`src/rtl/ped_crossing_ctrl.sv`:
```
// Pedestrian crossing controller: conditions the push-button, requests a red phase
// from traffic_light and sequences the WALK / flashing DON'T-WALK lamps with safety aborts.
module ped_crossing_ctrl #(
    parameter int DEBOUNCE_CYCLES = 4,
    parameter int WALK_CYCLES     = 20,
    parameter int FLASH_CYCLES    = 10,
    parameter int FLASH_HALF      = 2
) (
    input  logic clk,
    input  logic rst,
    input  logic btn,
    input  logic red,
    input  logic green,
    input  logic yellow,
    output logic ped_req,
    output logic walk,
    output logic dont_walk,
    output logic fault
);

    localparam int MAX_CYC = (WALK_CYCLES > FLASH_CYCLES) ? WALK_CYCLES : FLASH_CYCLES;
    localparam int TMR_W   = $clog2(MAX_CYC + 1);
    localparam int DB_W    = $clog2(DEBOUNCE_CYCLES + 1);
    localparam int FH_W    = $clog2(FLASH_HALF + 1);

    typedef enum logic [1:0] {
        ST_IDLE,
        ST_WAIT_RED,
        ST_WALK,
        ST_FLASH
    } state_t;

    state_t            state_q,     state_d;
    logic              s1_q,        s1_d;
    logic              s2_q,        s2_d;
    logic              stable_q,    stable_d;
    logic [DB_W-1:0]   db_cnt_q,    db_cnt_d;
    logic              press_q,     press_d;
    logic              red_q,       red_d;
    logic              pending_q,   pending_d;
    logic [TMR_W-1:0]  timer_q,     timer_d;
    logic [FH_W-1:0]   flash_cnt_q, flash_cnt_d;
    logic              ped_req_q,   ped_req_d;
    logic              walk_q,      walk_d;
    logic              dont_walk_q, dont_walk_d;
    logic              fault_q,     fault_d;

    logic lamps_legal;
    logic fresh_red;
    logic in_crossing;

    assign lamps_legal = ({red, green, yellow} == 3'b100) ||
                         ({red, green, yellow} == 3'b010) ||
                         ({red, green, yellow} == 3'b001);
    assign fresh_red   = red & ~red_q;
    assign in_crossing = (state_q == ST_WALK) || (state_q == ST_FLASH);

    // NOTE: every variable gets a default at the top of always_comb so no path leaves it unassigned (no latch).
    always_comb begin
        state_d     = state_q;
        s1_d        = btn;
        s2_d        = s1_q;
        stable_d    = stable_q;
        db_cnt_d    = '0;
        red_d       = red;
        pending_d   = pending_q;
        timer_d     = timer_q;
        flash_cnt_d = flash_cnt_q;
        ped_req_d   = ped_req_q;
        walk_d      = walk_q;
        dont_walk_d = dont_walk_q;
        fault_d     = 1'b0;

        // Debouncer: accept s2 only after DEBOUNCE_CYCLES consecutive disagreeing cycles.
        if (s2_q != stable_q) begin
            if (db_cnt_q == DB_W'(DEBOUNCE_CYCLES - 1)) begin
                stable_d = s2_q;
            end else begin
                db_cnt_d = db_cnt_q + DB_W'(1);
            end
        end
        press_d = stable_d & ~stable_q;

        if (!lamps_legal || (in_crossing && !red)) begin
            // Safety abort outranks timer expiry and presses.
            state_d     = ST_IDLE;
            ped_req_d   = 1'b0;
            pending_d   = 1'b0;
            walk_d      = 1'b0;
            dont_walk_d = 1'b1;
            timer_d     = '0;
            flash_cnt_d = '0;
            fault_d     = 1'b1;
        end else begin
            unique case (state_q)
                ST_IDLE: begin
                    if (press_q || pending_q) begin
                        state_d   = ST_WAIT_RED;
                        ped_req_d = 1'b1;
                        pending_d = 1'b0;
                    end
                end
                ST_WAIT_RED: begin
                    if (fresh_red) begin
                        state_d     = ST_WALK;
                        ped_req_d   = 1'b0;
                        walk_d      = 1'b1;
                        dont_walk_d = 1'b0;
                        timer_d     = TMR_W'(WALK_CYCLES - 1);
                    end
                end
                ST_WALK: begin
                    if (press_q) begin
                        pending_d = 1'b1;
                    end
                    if (timer_q == '0) begin
                        state_d     = ST_FLASH;
                        walk_d      = 1'b0;
                        dont_walk_d = 1'b0;
                        timer_d     = TMR_W'(FLASH_CYCLES - 1);
                        flash_cnt_d = FH_W'(FLASH_HALF - 1);
                    end else begin
                        timer_d = timer_q - TMR_W'(1);
                    end
                end
                ST_FLASH: begin
                    if (press_q) begin
                        pending_d = 1'b1;
                    end
                    if (timer_q == '0) begin
                        state_d     = ST_IDLE;
                        dont_walk_d = 1'b1;
                        flash_cnt_d = '0;
                    end else begin
                        timer_d = timer_q - TMR_W'(1);
                        if (flash_cnt_q == '0) begin
                            dont_walk_d = ~dont_walk_q;
                            flash_cnt_d = FH_W'(FLASH_HALF - 1);
                        end else begin
                            flash_cnt_d = flash_cnt_q - FH_W'(1);
                        end
                    end
                end
                default: state_d = ST_IDLE;
            endcase
        end
    end

    // NOTE: state registers use non-blocking assignments so every flop samples pre-edge values.
    always_ff @(posedge clk) begin
        if (rst) begin
            state_q     <= ST_IDLE;
            s1_q        <= 1'b0;
            s2_q        <= 1'b0;
            stable_q    <= 1'b0;
            db_cnt_q    <= '0;
            press_q     <= 1'b0;
            red_q       <= 1'b1;  // a red already lit at reset release is not fresh
            pending_q   <= 1'b0;
            timer_q     <= '0;
            flash_cnt_q <= '0;
            ped_req_q   <= 1'b0;
            walk_q      <= 1'b0;
            dont_walk_q <= 1'b1;
            fault_q     <= 1'b0;
        end else begin
            state_q     <= state_d;
            s1_q        <= s1_d;
            s2_q        <= s2_d;
            stable_q    <= stable_d;
            db_cnt_q    <= db_cnt_d;
            press_q     <= press_d;
            red_q       <= red_d;
            pending_q   <= pending_d;
            timer_q     <= timer_d;
            flash_cnt_q <= flash_cnt_d;
            ped_req_q   <= ped_req_d;
            walk_q      <= walk_d;
            dont_walk_q <= dont_walk_d;
            fault_q     <= fault_d;
        end
    end

    assign ped_req   = ped_req_q;
    assign walk      = walk_q;
    assign dont_walk = dont_walk_q;
    assign fault     = fault_q;

endmodule

```
`config.mk`:
```
export PLATFORM = sky130hd
export DESIGN_NAME = ped_crossing_ctrl
export DESIGN_NICKNAME = d
export VERILOG_FILES = /design/src/rtl/ped_crossing_ctrl.sv
export SDC_FILE = /design/constraint.sdc
export NUM_CORES = 1
export LEC_CHECK = 0
export CAP_MARGIN = 20
export CORE_MARGIN = 3
export CORE_UTILIZATION = 55
export CTS_CLUSTER_SIZE = 10
export DETAILED_ROUTE_END_ITERATION = 8
export PLACE_DENSITY_LB_ADDON = 0.15
export SYNTH_ARGS = -nofsm -noshare
export SYNTH_HDL_FRONTEND = slang
export SYNTH_SLANG_ARGS = --single-unit
```
`constraint.sdc`:
```
create_clock -name clk -period 2.33 [get_ports clk]
set_input_delay 0.699 -clock clk [delete_from_list [all_inputs] [get_ports clk]]
set_output_delay 0.699 -clock clk [all_outputs]
set_load 0.01 [all_outputs]
```
==> results.yml <==
run_status:
  status: "completed"
logic_synthesis:
  ys_warn_count: 0
  synth_top_area_cell: "dfxtp_1"
  syn_inst: 127
  ys_types: 31
  ys_ff_latch: 22
  netlist_area_mm2: 0.00110
  yosysSeqAreaShare_pct: 39.9
  yosys-top-cells-area: "dfxtp_1 40%, ha_1 9.1%, nor2_1 6.1%, a21oi_1 4.5%, o21ai_0 4.5%"
  synth_area_per_cell_um2: 8.69
  syn_nets: 141
  synth_top_area_share_pct: 39.9
floorplan:
  fp.dieH_um: 50.8
  core_area_mm2: 0.00180
  rows: 15
  fp.dieW_um: 50.8
  start_util_pct: 61.2
  dieArea_mm2: 0.00258
  io-pin-count: 10
cts:
  clk-insertion-delay-late_ps: 300
  ctsResizeCount: 0
  root_buffer: "clkbuf_4"
  cts_buffers: 3
  clk_pin_slew_ps: 120
  cts_buffer_depth: 2
  clock_sinks: 22
  ctsHoldBuffers: 0
  cts_post_setup_buffers_inserted: 0
  htreeDepth: 1
  cts_tree: "done"
worst_setup_path:
  r2r_cells: 6
  r2r_start: "state_q[0]$_SDFFE_PP0P_"
  max_stage_delay_ps: 490
  path_cells: "clkdlybuf4s50_1 > nand2b_1 > a221oi_2 > a31oi_1 > nor3_1"
  rr_endpoint: "state_q[0]$_SDFFE_PP0P_"
  worstPathMaxFanout: 5
  endpoint_kind: "register"
  path_class: "primary input to register"
  cp.arrival_ps: 2150
  critPathLaunch: "red"
  reg2reg_slack_ps: 420
  critical_path_required_ps: 2560
  startpoint_type: "primary input"
  cp_slowest_cell: "a221oi_2"
  endpoint: "timer_q[2]$_SDFFE_PP0P_"
pwr:
  p_int_mw: 0.575
  p_clk_share_pct: 40.8
  power_mw: 0.709
  seqPwrFrac_pct: 53.8
  power_density_mw_per_mm2: 549
  p_sw_mw: 0.135
  ir_drop_mv: 0.347
  p_leak_nw: 0.492
  power_switching_share_pct: 19.0
  combPwrFrac_pct: 5.3
layout:
  layout-drive-gt1-share_pct: 10.0
  finalNetCount: 155
  register_area_um2: 440
  diodes: 0
  fill_cells: 159
  layout_common_cells: "22 x dfxtp_1, 18 x nor2_1, 10 x o21ai_0, 10 x a21oi_1"
  final_common_cell: "dfxtp_1"
  syn2layout_area_growth_pct: 17.0
  multiInputGateArea_um2: 613
routing:
  drc: 0
  ant_nets: 0
  drt-total-wl_um: 2060
  vias: 934
  drt_pass1_iterations: 4
  via_per_inst: 5.66
  routedWlPerCell_um: 12.5
  drt_iter0_drc: 20
flow_run:
  maxCapViolCount: 0
sta:
  maxSlewViolCount: 0
  max-slew-margin-rel_pct: 55.8
  period_minus_slack_ps: 1920
  fin_skew_ps: 1.87
  max_freq_mhz: 521
  rsz0062_at_grt: "no"
  hold_violations: 0
  setup_violations: 0
  worstMarginPinSlew_ps: 661
  tns_ps: 0
  fin_crit_sh_pct: 82.3
global_route:
  grt_overflow: 0
  grt_max_degree: 14
  grt_pass1_vias: 881
  grtUsageTotal_pct: 17.7
  grt_pass1_wl_um: 3540
  antenna_found_initial: 0
min_path:
  hold_class: "register to register"
place:
  io_buffers: 9
  place_congestion: 0.824
  dp_hpwl_um: 1560
worst min path at each step:
stage	from	endpoint	slack, ps	cells past startpoint
5_1_grt	s1_q$_SDFF_PP0_	s2_q$_SDFF_PP0_	460	1
2_1_floorplan	db_cnt_q[0]$_SDFF_PP0_	db_cnt_q[0]$_SDFF_PP0_	400	1
4_1_cts	db_cnt_q[0]$_SDFF_PP0_	db_cnt_q[0]$_SDFF_PP0_	440	1
3_3_place_gp	db_cnt_q[0]$_SDFF_PP0_	db_cnt_q[0]$_SDFF_PP0_	410	1
6_report	db_cnt_q[0]$_SDFF_PP0_	db_cnt_q[0]$_SDFF_PP0_	440	1
3_5_place_dp	db_cnt_q[0]$_SDFF_PP0_	db_cnt_q[0]$_SDFF_PP0_	420	1
metrics by stage:
stage	cells	worst slack [ps]	area, µm²	utilization (%)	hold WS [ps]
CTS	165	386	1290	71.7	439
detailed placement	161	62.4	1240	68.8	422
finish	165	412	1290	71.7	435
global placement	161	137	1240	68.8	408
floorplan	127	569	1100	-	399
global route	165	214	1290	71.7	462
power by group through the flow:
stage,clock [mW],sequential [mW],combinational (mW)
floorplan,0,0.391,0.0161
global placement,0,0.390,0.0371
detailed placement,0,0.390,0.0378
CTS,0.291,0.382,0.0381
global route,0.308,0.383,0.0419
finish,0.290,0.382,0.0378
synth_stat cells (all sizes together):
cell type,number
a211oi,4
a21o,2
a21oi,10
a221oi,3
a31oi,3
a32oi,1
clkbuf,4
dfxtp,22
ha,8
inv,9
mux2i,3
nand2,7
nand2b,4
nand3,1
nor2,18
nor2b,2
nor3,4
nor3b,1
nor4b,1
o211a,1
o21ai,10
o31ai,1
or2,2
or3,2
or4,1
or4b,1
xnor2,1
xor2,1
flip-flops by register name (all words and copies together), names as in the netlist:
name	flops
state_q	2
stable_q	1
press_q	1
dont_walk	1
red_q	1
pending_q	1
timer_q	5
fault	1
flash_cnt_q	2
walk	1
ped_req	1
s1_q	1
s2_q	1
db_cnt_q	3
layer usage:
metal	vias up	share of wire [%]	track usage, %
met5	-	0	0
met4	0	1.1	7.17
met3	4	3.8	2.67
met2	23	50	31.7
met1	430	45	20.9
li1	477	-	-
area by class of cell:
cell class	count	share of cell area, %
Sequential cell	22	34.1
Tap cell	25	2.42
Inverter	9	2.62
Multi-Input combinational cell	92	47.5
Clock inverter	1	2.33
Clock buffer	3	1.74
Timing Repair Buffer	13	9.30
kinds of logic (layout without fill, tap and decap cells):
kind of cell	Yosys count	count (layout)	share of synthesized area, %
AOI/OAI and AO/OA	35	35	21.8
xor gates and xnor gates	2	2	1.59
adders and majority gates	8	8	9.07
muxes	3	3	2.72
buffers and inverters	13	26	4.53
DFF	22	22	39.9
and+or+nand+nor	44	44	20.4
worst max-delay path, delay by kind of cell:
family	cells	cell delay [ps]
compound gates	2	630
buf+inv	1	470
simple gates	2	340
(Power assumes the default switching activity.)
